==> src/rtl/mpsoc_sysid_gate_pkg.sv <==
// Shared state encoding, sysid word addresses and sizing helper for the boot gate.
package mpsoc_sysid_gate_pkg;

   typedef enum logic [2:0] {
      SETTLE,
      RD_ID,
      RD_TS,
      CMP,
      RELEASE,
      PASS,
      FAIL
   } gate_state_t;

   localparam logic SYSID_ADDR_ID = 1'b0;
   localparam logic SYSID_ADDR_TS = 1'b1;

   // Bits needed to hold values 0..value-1 (returns 0 for value<=1).
   function automatic int clog2(input int value);
      int r;
      r = 0;
      for (int i = 0; i < 31; i++) begin
         if ((1 << i) < value) r = i + 1;
      end
      return r;
   endfunction

endpackage

==> src/rtl/mpsoc_sysid_gate_stagger.sv <==
// Sequential CPU reset releaser: bit 0 on start, then one more bit every STAGGER_CYCLES.
module mpsoc_sysid_gate_stagger
   import mpsoc_sysid_gate_pkg::*;
#(
   parameter int N_CPUS         = 4,
   parameter int STAGGER_CYCLES = 8
)(
   input  logic              clock,
   input  logic              reset_n,
   input  logic              start,
   input  logic              clear,
   output logic [N_CPUS-1:0] release_mask,
   output logic              done
);

   localparam int CW = clog2(STAGGER_CYCLES + 1);
   localparam logic [N_CPUS-1:0] LSB_ONE = N_CPUS'(1);

   logic [CW-1:0]     gap_cnt_q;
   logic [N_CPUS-1:0] mask_q;
   logic              running;

   // The mask is a thermometer code, so the top bit alone marks completion.
   assign running      = (mask_q != '0) && !mask_q[N_CPUS-1];
   assign release_mask = mask_q;
   assign done         = mask_q[N_CPUS-1];

   always_ff @(posedge clock or negedge reset_n) begin
      if (!reset_n) begin
         mask_q    <= '0;
         gap_cnt_q <= '0;
      end else if (clear) begin
         mask_q    <= '0;
         gap_cnt_q <= '0;
      end else if (start) begin
         mask_q    <= LSB_ONE;
         gap_cnt_q <= '0;
      end else if (running) begin
         if (gap_cnt_q == CW'(STAGGER_CYCLES - 1)) begin
            gap_cnt_q <= '0;
            mask_q    <= (mask_q << 1) | LSB_ONE;
         end else begin
            gap_cnt_q <= gap_cnt_q + CW'(1);
         end
      end
   end

endmodule

==> src/rtl/mpsoc_sysid_boot_gate.sv <==
// Reads sysid ID/timestamp over Avalon-MM, then releases CPU resets or latches failure.
// Optional read watchdog: define SYSID_GATE_TIMEOUT_EN.
module mpsoc_sysid_boot_gate
   import mpsoc_sysid_gate_pkg::*;
#(
   parameter logic [31:0] EXPECTED_ID    = 32'h0000_0000,
   parameter logic [31:0] EXPECTED_TS    = 32'd1766574349,
   parameter int          N_CPUS         = 4,
   parameter int          SETTLE_CYCLES  = 16,
   parameter int          STAGGER_CYCLES = 8,
   parameter int          RETRY_MAX      = 3,
   parameter int          TIMEOUT_CYCLES = 255
)(
   input  logic              clock,
   input  logic              reset_n,
   output logic              avm_address,
   output logic              avm_read,
   input  logic [31:0]       avm_readdata,
   input  logic              avm_waitrequest,
   input  logic              recheck,
   output logic [N_CPUS-1:0] cpu_reset_n,
   output logic              check_done,
   output logic              check_pass,
   output logic              check_fail,
   output logic [31:0]       id_seen,
   output logic [31:0]       ts_seen
);

   localparam int SW = clog2(SETTLE_CYCLES + 1);

   gate_state_t   state_q, state_d;
   logic [SW-1:0] settle_q, settle_d;
   logic [3:0]    retry_q, retry_d;
   logic          read_q, read_d;
   logic          addr_q, addr_d;
   logic [31:0]   id_q, id_d, ts_q, ts_d;
   logic          done_q, done_d, pass_q, pass_d, fail_q, fail_d;
   logic          start_q, start_d;
   logic          stagger_clear, stagger_done;
   logic          attempt_ok;

`ifdef SYSID_GATE_TIMEOUT_EN
   localparam int TW = clog2(TIMEOUT_CYCLES + 1);
   logic [TW-1:0] to_cnt_q, to_cnt_d;
   logic          to_flag_q, to_flag_d;
`else
   // Timeout depth only matters when the read watchdog is built in.
   logic unused_timeout;
   assign unused_timeout = ^TIMEOUT_CYCLES;
`endif

   always_ff @(posedge clock or negedge reset_n) begin
      if (!reset_n) begin
         state_q  <= SETTLE;
         settle_q <= '0;
         retry_q  <= '0;
         read_q   <= 1'b0;
         addr_q   <= SYSID_ADDR_ID;
         id_q     <= '0;
         ts_q     <= '0;
         done_q   <= 1'b0;
         pass_q   <= 1'b0;
         fail_q   <= 1'b0;
         start_q  <= 1'b0;
`ifdef SYSID_GATE_TIMEOUT_EN
         to_cnt_q  <= '0;
         to_flag_q <= 1'b0;
`endif
      end else begin
         state_q  <= state_d;
         settle_q <= settle_d;
         retry_q  <= retry_d;
         read_q   <= read_d;
         addr_q   <= addr_d;
         id_q     <= id_d;
         ts_q     <= ts_d;
         done_q   <= done_d;
         pass_q   <= pass_d;
         fail_q   <= fail_d;
         start_q  <= start_d;
`ifdef SYSID_GATE_TIMEOUT_EN
         to_cnt_q  <= to_cnt_d;
         to_flag_q <= to_flag_d;
`endif
      end
   end

   always_comb begin
      state_d       = state_q;
      settle_d      = settle_q;
      retry_d       = retry_q;
      read_d        = read_q;
      addr_d        = addr_q;
      id_d          = id_q;
      ts_d          = ts_q;
      done_d        = done_q;
      pass_d        = pass_q;
      fail_d        = fail_q;
      start_d       = 1'b0;
      stagger_clear = 1'b0;
      attempt_ok    = (id_q == EXPECTED_ID) && (ts_q == EXPECTED_TS);
`ifdef SYSID_GATE_TIMEOUT_EN
      to_flag_d = to_flag_q;
      if (to_flag_q) attempt_ok = 1'b0;
`endif

      case (state_q)
         SETTLE: begin
            if (settle_q == SW'(SETTLE_CYCLES - 1)) begin
               settle_d = '0;
               state_d  = RD_ID;
               read_d   = 1'b1;
               addr_d   = SYSID_ADDR_ID;
            end else begin
               settle_d = settle_q + SW'(1);
            end
         end
         RD_ID: begin
            if (read_q && !avm_waitrequest) begin
               id_d    = avm_readdata;
               read_d  = 1'b0;
               state_d = RD_TS;
            end
`ifdef SYSID_GATE_TIMEOUT_EN
            else if (read_q && to_cnt_q == TW'(TIMEOUT_CYCLES - 1)) begin
               read_d    = 1'b0;
               to_flag_d = 1'b1;
               state_d   = CMP;
            end
`endif
         end
         RD_TS: begin
            // First RD_TS cycle is the idle gap between the two reads.
            if (!read_q) begin
               read_d = 1'b1;
               addr_d = SYSID_ADDR_TS;
            end else if (!avm_waitrequest) begin
               ts_d    = avm_readdata;
               read_d  = 1'b0;
               state_d = CMP;
            end
`ifdef SYSID_GATE_TIMEOUT_EN
            else if (to_cnt_q == TW'(TIMEOUT_CYCLES - 1)) begin
               read_d    = 1'b0;
               to_flag_d = 1'b1;
               state_d   = CMP;
            end
`endif
         end
         CMP: begin
            addr_d = SYSID_ADDR_ID;
`ifdef SYSID_GATE_TIMEOUT_EN
            to_flag_d = 1'b0;
`endif
            if (attempt_ok) begin
               state_d = RELEASE;
               start_d = 1'b1;
            end else if (retry_q < 4'(RETRY_MAX)) begin
               retry_d = retry_q + 4'd1;
               state_d = SETTLE;
            end else begin
               state_d = FAIL;
               done_d  = 1'b1;
               fail_d  = 1'b1;
            end
         end
         RELEASE: begin
            if (stagger_done) begin
               state_d = PASS;
               done_d  = 1'b1;
               pass_d  = 1'b1;
            end
         end
         PASS, FAIL: begin
            if (recheck) begin
               state_d       = SETTLE;
               settle_d      = '0;
               retry_d       = '0;
               done_d        = 1'b0;
               pass_d        = 1'b0;
               fail_d        = 1'b0;
               stagger_clear = 1'b1;
            end
         end
         default: state_d = SETTLE;
      endcase

`ifdef SYSID_GATE_TIMEOUT_EN
      // Counts stalled cycles of the current read; restarts on any state change.
      to_cnt_d = '0;
      if (read_q && avm_waitrequest && state_d == state_q) to_cnt_d = to_cnt_q + TW'(1);
`endif
   end

   mpsoc_sysid_gate_stagger #(
      .N_CPUS         (N_CPUS),
      .STAGGER_CYCLES (STAGGER_CYCLES)
   ) u_stagger (
      .clock        (clock),
      .reset_n      (reset_n),
      .start        (start_q),
      .clear        (stagger_clear),
      .release_mask (cpu_reset_n),
      .done         (stagger_done)
   );

   assign avm_read    = read_q;
   assign avm_address = addr_q;
   assign check_done  = done_q;
   assign check_pass  = pass_q;
   assign check_fail  = fail_q;
   assign id_seen     = id_q;
   assign ts_seen     = ts_q;

endmodule
==> config.mk <==
export PLATFORM = sky130hd
export DESIGN_NAME = mpsoc_sysid_boot_gate
export DESIGN_NICKNAME = d
export VERILOG_FILES = /design/src/rtl/mpsoc_sysid_gate_pkg.sv /design/src/rtl/mpsoc_sysid_gate_stagger.sv /design/src/rtl/mpsoc_sysid_boot_gate.sv
export SDC_FILE = /design/constraint.sdc
export NUM_CORES = 1
export LEC_CHECK = 0
export ABC_AREA = 1
export CAP_MARGIN = 40
export CORE_ASPECT_RATIO = 2
export CORE_MARGIN = 8
export CORE_UTILIZATION = 25
export CTS_CLUSTER_SIZE = 40
export DETAILED_ROUTE_END_ITERATION = 6
export SYNTH_ARGS = -nofsm -noshare
export SYNTH_HDL_FRONTEND = slang
export SYNTH_SLANG_ARGS = --single-unit
==> constraint.sdc <==
create_clock -name clock -period 4.56 [get_ports clock]
set_clock_uncertainty 0.1 [all_clocks]
set_input_delay 0.912 -clock clock [delete_from_list [all_inputs] [get_ports clock]]
set_output_delay 0.912 -clock clock [all_outputs]
set_load 0.01 [all_outputs]
==> results_dict.tcl <==
set metrics [dict create \
    outcome "finished clean" \
    finalHoldViolations 0 \
    worstPathRequired_ns 4.66 \
    cts-root-buf "clkbuf_16" \
    clkSinkCount 90 \
    dr.pass1.iters 6 \
    fmax_mhz 378 \
    pwr_density_cell_nw_per_um2 722 \
    drive_gt1_share_pct 5.48 \
    ys_top_cells_by_area "dfrtp_1 (57%), nand2_1 (11%), o21ai_0 (9.7%)" \
    vias 3342 \
    htreeDepth 3 \
    clkSlewWorstSetupHoldPaths_ns 0.06 \
    grt_pass1_wl_mm 17.6 \
    worst_pin_slew_ns 0.625 \
    drt.antenna.violating_nets 0 \
    die_area_um2 20400 \
    syn_avg_cell_area_um2 8.43 \
    finalSetupViolations 0 \
    drc 0 \
    die_h_um 194 \
    synthesis.nets 509 \
    end_kind "register" \
    ios 109 \
    fin_nets 618 \
    ys_ff_latch 90 \
    slew_headroom_pct 58.2 \
    rows 65 \
    yosysUniqueCellTypes 26 \
    synth_area_um2 3960 \
    start_kind "input port" \
    clock_latency_ns 0.34 \
    rsz0062_at_grt "false" \
    postSynthCellCount 470 \
    cts.path.max_buffers 2 \
    grt_pass1_vias 3458 \
    portBuffers 108 \
    area_growth_pct 42.3 \
    hpwl_mm 7.92 \
    yosysWarnings 0 \
    core_region_area_um2 15600 \
    ctsHoldBuffers 0 \
    fin_crit_sh_pct 58.0 \
    cts_tree "yes" \
    die_w_um 105 \
    leakagePower_nw 2.71 \
    cts.repair.resized 0 \
    maxSlewViolCount 0 \
    yosys.area.top_type_share_pct 56.9 \
    drtIter0Drc 109 \
    critPathMaxFanout 38 \
    wl_mm 10.5 \
    grtUsageTotal_pct 10.8 \
    worst-setup-path-type "in -> reg" \
    final_cell_area_um2 5630 \
    hp-class "in -> async" \
    fin_util_pct 36.1 \
    numCtsBuffers 9 \
    yosysMostFrequentCell "nand2_1" \
    antenna_cells 0 \
    async_flop_share_pct 100 \
    post_cts_buffers 0 \
    grt_max_degree 53 \
    via_per_inst 4.26 \
    rr_worst_depth 6 \
    gp_congestion 0.772 \
    cp.arrival_ns 2.75 \
    place_area_um2 5290 \
    ys_seq_area_share_pct 56.9 \
    grt-ovfl-total 0 \
    start_util_pct 25.4 \
    routedWlPerCell_um 13.4 \
    ir_drop_mv 0.274 \
    synth-edff-count 0 \
    synth_top_cell_by_area "dfrtp_1" \
    setup_tns_ns 0 \
    cap_violations 0 \
    period_needed_ns 2.64 \
    synth_commonest_cells "nand2_1 (117), dfrtp_1 (90), o21ai_0 (77), inv_1 (64), nor2_1 (50)" \
    antenna_found_initial 0 \
    ys.flop_type "dfrtp_1" \
]
routing by layer:
metal	track usage (%)	share of wire, %
met1	13.7	47
met2	15.1	41
met3	5.89	11
met4	3.35	1.3
met5	0	0
logic make-up (layout without fill, tap and decap cells):
kind of cell,count (synthesis),after routing,share of synthesized area (%)
flops,90,90,56.9
compound gates,92,92,12.0
simple gates,204,204,22.1
xor+xnor,1,1,0.221
buf+inv,80,194,7.87
fa+ha+maj,3,3,0.948
worst max-delay path, cell delays in order:
cell and delay (ns):
clkdlybuf4s50_1 0.42, nor2_1 0.23, nand4_2 0.53, buf_4 0.47
nand2_1 0.09, o21ai_0 0.08
area by class of cell:
cell class                      instances  area [µm²]
Sequential cell                        90        2250
Inverter                               66         250
Clock buffer                           10         229
Multi-Input combinational cell        300        1400
Timing Repair Buffer                  112        1140
Clock inverter                          6         114
Fill cell                            1653        9980
Tap cell                              201         251
power by group:
group	leakage [nW]	switching, mW	internal [mW]
Clock	0.159	0.311	0.538
Combinational	1.42	0.879	0.861
Sequential	1.13	0.316	1.16
Total	2.71	1.51	2.56
metrics by stage:
| step | total power [mW] | setup slack, ns | cells | hold WS [ns] |
|---|---|---|---|---|
| 2_1_floorplan | 2.35 | 2.65 | 470 | 0.337 |
| 3_3_place_gp | 3.21 | 1.60 | 767 | 0.352 |
| 3_5_place_dp | 3.26 | 1.55 | 769 | 0.355 |
| 4_1_cts | 4.14 | 1.90 | 785 | 0.355 |
| 5_1_grt | 4.42 | 1.72 | 785 | 0.377 |
| 6_report | 4.07 | 1.92 | 785 | 0.366 |
worst paths after layout:
check / slack (ns) / from / endpoint
min reg2reg: 0.37 / retry_q[2] / retry_q[2]
min in group clock: 0.37 / retry_q[2] / retry_q[2]
max in group asynchronous: 3.10 / reset_n / avm_address
max reg2reg: 2.48 / avm_read / ts_seen[29]
min: 0.37 / reset_n / id_seen[19]
max: 1.92 / avm_waitrequest / ts_seen[29]
flip-flops by register name (all words and copies together), names as in the netlist:
name	cells
check_fail	1
state_q	3
check_done	1
avm_address	1
ts_seen	32
start_q	1
id_seen	32
u_stagger.gap_cnt_q	4
settle_q	5
u_stagger.release_mask	4
avm_read	1
check_pass	1
retry_q	4
placed cells by master, fill, tap and decap left out, drive strengths merged:
master / instances
and3: 1
bufinv: 3
nor3: 3
nand4: 8
clkdlybuf4s50: 107
nand3: 18
o21ai: 79
clkbuf: 10
buf: 5
a21oi: 11
inv: 67
o22ai: 1
o2111ai: 1
dfrtp: 90
nand2: 123
xnor2: 1
or2: 1
nor2: 50
clkinvlp: 2
ha: 3
Note: power is estimated with default switching activity, not from simulation.
